$ cat config.mk
export PLATFORM = sky130hd
export DESIGN_NAME = reg_file_sb_flat
export DESIGN_NICKNAME = d
export VERILOG_FILES = /design/src/rtl/reg_file_sb_if.sv /design/src/rtl/reg_file_sb.sv /design/src/flat_wrapper.sv
export SDC_FILE = /design/constraint.sdc
export NUM_CORES = 1
export LEC_CHECK = 0
export ABC_CLOCK_PERIOD_IN_PS = 5100
export CAP_MARGIN = 15
export CORE_MARGIN = 10
export CORE_UTILIZATION = 55
export CTS_CLUSTER_SIZE = 8
export DETAILED_ROUTE_END_ITERATION = 8
export PLACE_DENSITY = 0.86
export SLEW_MARGIN = 20
export SYNTH_ARGS = -nofsm -noshare
export SYNTH_HDL_FRONTEND = slang
export SYNTH_SLANG_ARGS = --single-unit
$ cat constraint.sdc
create_clock -name clk -period 5.1 [get_ports clk]
set_clock_uncertainty 0.2 [all_clocks]
set_input_delay 0.51 -clock clk [delete_from_list [all_inputs] [get_ports clk]]
set_output_delay 0.51 -clock clk [all_outputs]
set_load 0.02 [all_outputs]
$ cat src/rtl/reg_file_sb_if.sv
// Bus between the decode/controller side and the register file: read ports,
// ALU write port, load issue/return port and the scoreboard status outputs.
interface reg_file_sb_if #(
   parameter int W = 8,
   parameter int D = 4
);
   localparam int NREG = 2**D;

   logic            ra_en;
   logic [D-1:0]    raddrA;
   logic            rb_en;
   logic [D-1:0]    raddrB;
   logic [W-1:0]    data_outA;
   logic [W-1:0]    data_outB;
   logic            we;
   logic [D-1:0]    waddr;
   logic [W-1:0]    data_in;
   logic            ld_issue;
   logic [D-1:0]    ld_dst;
   logic            ld_valid;
   logic [D-1:0]    ld_waddr;
   logic [W-1:0]    ld_data;
   logic [NREG-1:0] busy;
   logic            ld_full;
   logic            hazard;
   logic            err;

   modport master (
      output ra_en, raddrA, rb_en, raddrB, we, waddr, data_in,
             ld_issue, ld_dst, ld_valid, ld_waddr, ld_data,
      input  data_outA, data_outB, busy, ld_full, hazard, err
   );

   modport slave (
      input  ra_en, raddrA, rb_en, raddrB, we, waddr, data_in,
             ld_issue, ld_dst, ld_valid, ld_waddr, ld_data,
      output data_outA, data_outB, busy, ld_full, hazard, err
   );
endinterface

$ cat src/rtl/reg_file_sb.sv
// 2-read / 1-write register file with a second write port for load returns
// and a per-register pending-load scoreboard that raises a stall (hazard)
// on RAW/WAW against loads still in flight.
module reg_file_sb #(
   parameter int W       = 8,
   parameter int D       = 4,
   parameter int MAX_LD  = 4,
   parameter int ZERO_R0 = 1
) (
   input  logic          clk,
   input  logic          rst_n,
   reg_file_sb_if.slave  bus
);
   localparam int NREG = 2**D;
   localparam int CW   = $clog2(MAX_LD + 1);
   localparam logic [CW-1:0] ONE  = CW'(1);
   localparam logic [CW-1:0] MAXC = CW'(MAX_LD);

   logic [W-1:0]    mem [NREG];
   logic [NREG-1:0] busy_q;
   logic [NREG-1:0] busy_nxt;
   logic [NREG-1:0] eb;
   logic [CW-1:0]   cnt_q;
   // Loads to r0 never set a busy bit, so their returns are matched
   // against this separate count instead.
   logic [CW-1:0]   z_cnt_q;
   logic            err_q;

   logic ld_r0;
   logic iss_r0;
   logic ld_acc;
   logic iss_acc;
   logic we_acc;
   logic full;
   logic hz;

   // Combinational read with load-return and ALU-write bypass.
   function automatic logic [W-1:0] rd(input logic [D-1:0] a);
      logic [W-1:0] v;
      if ((ZERO_R0 != 0) && (a == '0))
         v = '0;
      else if (bus.ld_valid && (bus.ld_waddr == a))
         v = bus.ld_data;
      else if (bus.we && !hz && (bus.waddr == a))
         v = bus.data_in;
      else
         v = mem[a];
      return v;
   endfunction

   // Acceptance of returns/issues, effective busy and the stall decision.
   always_comb begin
      ld_r0  = (ZERO_R0 != 0) && (bus.ld_waddr == '0);
      iss_r0 = (ZERO_R0 != 0) && (bus.ld_dst == '0);
      ld_acc = bus.ld_valid && (ld_r0 ? (z_cnt_q != '0) : busy_q[bus.ld_waddr]);
      eb = busy_q;
      if (ld_acc)
         eb[bus.ld_waddr] = 1'b0;
      full = (cnt_q == MAXC);
      // A return that is not accepted frees no slot, which keeps the
      // counter from exceeding MAX_LD on a protocol error.
      hz = (bus.ra_en && eb[bus.raddrA])
         | (bus.rb_en && eb[bus.raddrB])
         | (bus.we && eb[bus.waddr])
         | (bus.ld_issue && (eb[bus.ld_dst] || (full && !ld_acc)));
      iss_acc = bus.ld_issue && !hz;
      we_acc  = bus.we && !hz && !((ZERO_R0 != 0) && (bus.waddr == '0));
      busy_nxt = busy_q;
      if (ld_acc && !ld_r0)
         busy_nxt[bus.ld_waddr] = 1'b0;
      if (iss_acc && !iss_r0)
         busy_nxt[bus.ld_dst] = 1'b1;
   end

   // Output drive.
   always_comb begin
      bus.data_outA = rd(bus.raddrA);
      bus.data_outB = rd(bus.raddrB);
      bus.busy      = busy_q;
      bus.ld_full   = full;
      bus.hazard    = hz;
      bus.err       = err_q;
   end

   // Register array, scoreboard, load counters and sticky error.
   always_ff @(posedge clk) begin
      if (!rst_n) begin
         for (int i = 0; i < NREG; i++)
            mem[i] <= '0;
         busy_q  <= '0;
         cnt_q   <= '0;
         z_cnt_q <= '0;
         err_q   <= 1'b0;
      end else begin
         if (we_acc)
            mem[bus.waddr] <= bus.data_in;
         // Placed after the ALU write so load data wins on a collision.
         if (ld_acc && !ld_r0)
            mem[bus.ld_waddr] <= bus.ld_data;
         busy_q <= busy_nxt;
         case ({iss_acc, ld_acc})
            2'b10:   cnt_q <= cnt_q + ONE;
            2'b01:   cnt_q <= cnt_q - ONE;
            default: cnt_q <= cnt_q;
         endcase
         case ({iss_acc && iss_r0, ld_acc && ld_r0})
            2'b10:   z_cnt_q <= z_cnt_q + ONE;
            2'b01:   z_cnt_q <= z_cnt_q - ONE;
            default: z_cnt_q <= z_cnt_q;
         endcase
         if (bus.ld_valid && !ld_acc)
            err_q <= 1'b1;
      end
   end
endmodule
$ cat src/flat_wrapper.sv
// flat-port wrapper written by rule: the top's interface ports become plain ports
module reg_file_sb_flat 
#(
   parameter int W       = 8,
   parameter int D       = 4,
   parameter int MAX_LD  = 4,
   parameter int ZERO_R0 = 1
)
  (clk, rst_n, bus_ra_en, bus_raddrA, bus_rb_en, bus_raddrB, bus_we, bus_waddr, bus_data_in, bus_ld_issue, bus_ld_dst, bus_ld_valid, bus_ld_waddr, bus_ld_data, bus_data_outA, bus_data_outB, bus_busy, bus_ld_full, bus_hazard, bus_err);
  reg_file_sb_if #(.W(W), .D(D)) bus_i ();
  input  logic clk;
  input  logic rst_n;
  input wire logic [$bits(bus_i.ra_en)-1:0] bus_ra_en;
  input wire logic [$bits(bus_i.raddrA)-1:0] bus_raddrA;
  input wire logic [$bits(bus_i.rb_en)-1:0] bus_rb_en;
  input wire logic [$bits(bus_i.raddrB)-1:0] bus_raddrB;
  input wire logic [$bits(bus_i.we)-1:0] bus_we;
  input wire logic [$bits(bus_i.waddr)-1:0] bus_waddr;
  input wire logic [$bits(bus_i.data_in)-1:0] bus_data_in;
  input wire logic [$bits(bus_i.ld_issue)-1:0] bus_ld_issue;
  input wire logic [$bits(bus_i.ld_dst)-1:0] bus_ld_dst;
  input wire logic [$bits(bus_i.ld_valid)-1:0] bus_ld_valid;
  input wire logic [$bits(bus_i.ld_waddr)-1:0] bus_ld_waddr;
  input wire logic [$bits(bus_i.ld_data)-1:0] bus_ld_data;
  output wire logic [$bits(bus_i.data_outA)-1:0] bus_data_outA;
  output wire logic [$bits(bus_i.data_outB)-1:0] bus_data_outB;
  output wire logic [$bits(bus_i.busy)-1:0] bus_busy;
  output wire logic [$bits(bus_i.ld_full)-1:0] bus_ld_full;
  output wire logic [$bits(bus_i.hazard)-1:0] bus_hazard;
  output wire logic [$bits(bus_i.err)-1:0] bus_err;
  assign bus_i.ra_en = bus_ra_en;
  assign bus_i.raddrA = bus_raddrA;
  assign bus_i.rb_en = bus_rb_en;
  assign bus_i.raddrB = bus_raddrB;
  assign bus_i.we = bus_we;
  assign bus_i.waddr = bus_waddr;
  assign bus_i.data_in = bus_data_in;
  assign bus_i.ld_issue = bus_ld_issue;
  assign bus_i.ld_dst = bus_ld_dst;
  assign bus_i.ld_valid = bus_ld_valid;
  assign bus_i.ld_waddr = bus_ld_waddr;
  assign bus_i.ld_data = bus_ld_data;
  assign bus_data_outA = bus_i.data_outA;
  assign bus_data_outB = bus_i.data_outB;
  assign bus_busy = bus_i.busy;
  assign bus_ld_full = bus_i.ld_full;
  assign bus_hazard = bus_i.hazard;
  assign bus_err = bus_i.err;
  reg_file_sb #(.W(W), .D(D), .MAX_LD(MAX_LD), .ZERO_R0(ZERO_R0)) u_core (.clk(clk), .rst_n(rst_n), .bus(bus_i));
endmodule
==> out/qor.csv <==
stage,metric,value,unit
timing,setup_viol,0,
logic_synthesis,synth_cells,1045,
clocking,root_buffer,clkbuf_16,
logic_synthesis,synth_warnings,0,
layout,num_antenna_cells,0,
routing,drt-total-wl,41100,µm
timing,slew_violations,0,
timing,rsz0062_at_grt,false,
layout,drive_gt1_share,23.1,%
clocking,htree_levels,4,
layout,fin_area,12900,µm²
worst_setup_path,required,4.39,ns
clocking,cts_hold_repair.buffers,0,
hold_path,hold_class,reg2reg,
global_routing,grt_pass1_vias,10238,
worst_setup_path,worst_ep_arrival_time,4.29,ns
power,ir_drop,0.217,mV
logic_synthesis,ys_seq_area_share,39.5,%
logic_synthesis,ys_ff_latch,151,
layout,finalNonFillerCells,1412,
clocking,cts_buffer_depth,2,
status,outcome,finished with violations,
timing,fin_crit_sh,98.1,%
layout,fin_nets,1181,
timing,relSlewSlack,38.3,%
logic_synthesis,synth_area,10900,µm²
routing,antenna_left,0,
status,violations,design-rule violations,
routing,wl_per_cell,29.1,µm
floorplanning,fp.coreArea,19500,µm²
logic_synthesis,yosysTopAreaCell,edfxtp_1,
timing,tns,0,ns
logic_synthesis,synth_edf_count,128,
worst_setup_path,cp-start-kind,primary input,
timing,finalCriticalPeriod,5.00,ns
floorplanning,die-width,161,µm
logic_synthesis,synth_top_area_share,35.3,%
routing,viasPerCell,7.43,
global_routing,grt_pass1_wl,61700,µm
clocking,path_clk_slew,0.07,ns
global_routing,overflow,0,
floorplanning,io_pins,78,
floorplanning,die-height,161,µm
global_routing,grt_usage,31.1,%
placement,globalplace.congestion,1.07,
clocking,clkLatencyLatePin,0.44,ns
flow_run,maxCapViolCount,0,
floorplanning,die_area,25800,µm²
global_routing,antenna_found_initial,0,
routing,route.detailed.drc,5,
placement,dpl_cell_area,12300,µm²
logic_synthesis,yosysUniqueCellTypes,64,
placement,post-dp-hpwl,28900,µm
routing,drt-pass1-iter-count,9,
layout,fin_util,66.3,%
placement,place_inst,1379,
timing,hold_viol,0,
logic_synthesis,syn_avg_cell_area,10.4,µm²
power,finalPower,0.00334,W
clocking,tritoncts,yes,
clocking,numCtsBuffers,17,
worst_setup_path,path_class,in2out,
logic_synthesis,synth_ff_type,edfxtp_1,
logic_synthesis,synth.area.top_cells,"edfxtp_1 (35%), mux4_2 (17%), nand2_1 (6.2%)",
floorplanning,initial_core_util,55.9,%
routing,num_vias,10487,
timing,fmax,0.200,GHz
placement,io_buffers,77,
power,power_per_cell_area,259,nW/µm²
worst_setup_path,cp_max_fo,9,
floorplanning,rows,51,
routing,drt_iter0_markers,2312,
global_routing,grt_max_degree,65,
power,cellLeakagePower,4.39,nW
worst_setup_path,cp-end-kind,output port,
logic_synthesis,synthArstFlopShare,0,%
timing,worst_pin_slew,0.918,ns
layout,areaGrowthSynthToFinish,18.5,%
clocking,clock-sinks,151,
[placed cells by master, fill, tap and decap left out, drive strengths merged, types with 17 or more instances in the layout]
master | Yosys | routed
dfxtp | 23 | 23
xor2 | 17 | 17
inv | 26 | 33
buf | 38 | 101
nand2 | 181 | 181
edfxtp | 128 | 128
nor2 | 70 | 70
clkdlybuf4s50 | 0 | 70
nand3 | 29 | 29
o41ai | 49 | 49
clkbuf | 73 | 17
o31ai | 64 | 64
o21ai | 55 | 55
mux4 | 83 | 83
[routing by layer]
layer | track usage (%) | wire length (µm)
met5 | 0 | 0
met4 | 14.2 | 2280
met3 | 13.1 | 7270
met2 | 46.9 | 18100
met1 | 38.1 | 13500
[registers in the layout, summed over array words and instances (netlist names)]
signal	cells
u_core.cnt_q	3
u_core.bus.busy	16
u_core.bus.err	1
u_core.z_cnt_q	3
u_core.mem	128
[final timing paths]
check | from | to | slack [ns] | depth (start not counted)
setup / recovery | bus_ld_waddr[0] | bus_data_outB[5] | 0.1 | 14
hold reg to reg | u_core.bus.err | u_core.bus.err | 0.28 | 2
hold / removal | u_core.bus.err | u_core.bus.err | 0.28 | 2
setup reg to reg | u_core.z_cnt_q[0] | u_core.z_cnt_q[2] | 1.05 | 16
[power by group]
| group | switching [W] | internal, W | total (W) |
|---|---|---|---|
| registers | 0.0000301 | 0.00138 | 0.00141 |
| clock network | 0.000560 | 0.000631 | 0.00119 |
| logic | 0.000442 | 0.000288 | 0.000730 |
| total | 0.00103 | 0.00230 | 0.00334 |
[kinds of logic (layout without fill, tap and decap cells)]
logic type | Yosys count | in the layout | share of synthesized area, %
mux | 102 | 102 | 19.0
flops | 151 | 151 | 39.5
simple gates | 364 | 364 | 15.0
compound gates | 265 | 265 | 18.9
other cells | 1 | 8 | 0.0344
xor+xnor | 20 | 20 | 1.61
buf+inv | 138 | 233 | 5.25
fa+ha+maj | 4 | 4 | 0.598
[synth_stat cells (all sizes together) (4+ instances only)]
cell type,n
nand2,181
edfxtp,128
mux4,83
clkbuf,73
nor2,70
o31ai,64
o21ai,55
o41ai,49
buf,38
nand3,29
inv,26
dfxtp,23
xor2,17
nor3,16
o211ai,14
o2111ai,13
o32ai,13
a21oi,12
a31oi,12
mux2,11
nor2b,10
and3,9
a31o,8
a41o,8
mux2i,8
nand3b,7
nand4,6
o22ai,6
and2,5
nand2b,5
nor4,5
nor3b,4
or3,4
[stage by stage]
step           hold slack [ns]  setup slack, ns
3_5_place_dp             0.267          -0.0328
3_3_place_gp             0.255          -0.0381
6_report                 0.276           0.0963
5_1_grt                  0.327          0.00424
2_1_floorplan            0.254             1.07
4_1_cts                  0.285           0.0174
[timing repair]
action	CTS	global route
resized for setup	3	16
setup buffers	0	1
endpoints found under the setup margin	1	7
pin swaps	0	3
endpoints found under the hold margin	0	0
[layout make-up]
type | count | area, µm²
fillers | 1398 | 6560
clock buffers | 17 | 425
repair buffers | 174 | 1540
multi-input cells | 763 | 6080
clock inverters | 15 | 116
flip-flops and latches | 151 | 4300
inverters | 27 | 101
well taps | 265 | 332
[critical path, cell delays in order]
cell and delay [ns]:
dlygate4sd2_1 0.34, nand3b_1 0.36, buf_4 0.23, nor2_1 0.23
o221ai_1 0.19, nor4_1 0.29, buf_4 0.18, o22ai_1 0.10
a2111oi_4 0.29, buf_12 0.19, mux2_2 0.35, nor3_2 0.27
buf_4 0.16, clkdlybuf4s50_1 0.60
Note: power is estimated with default switching activity, not from simulation.
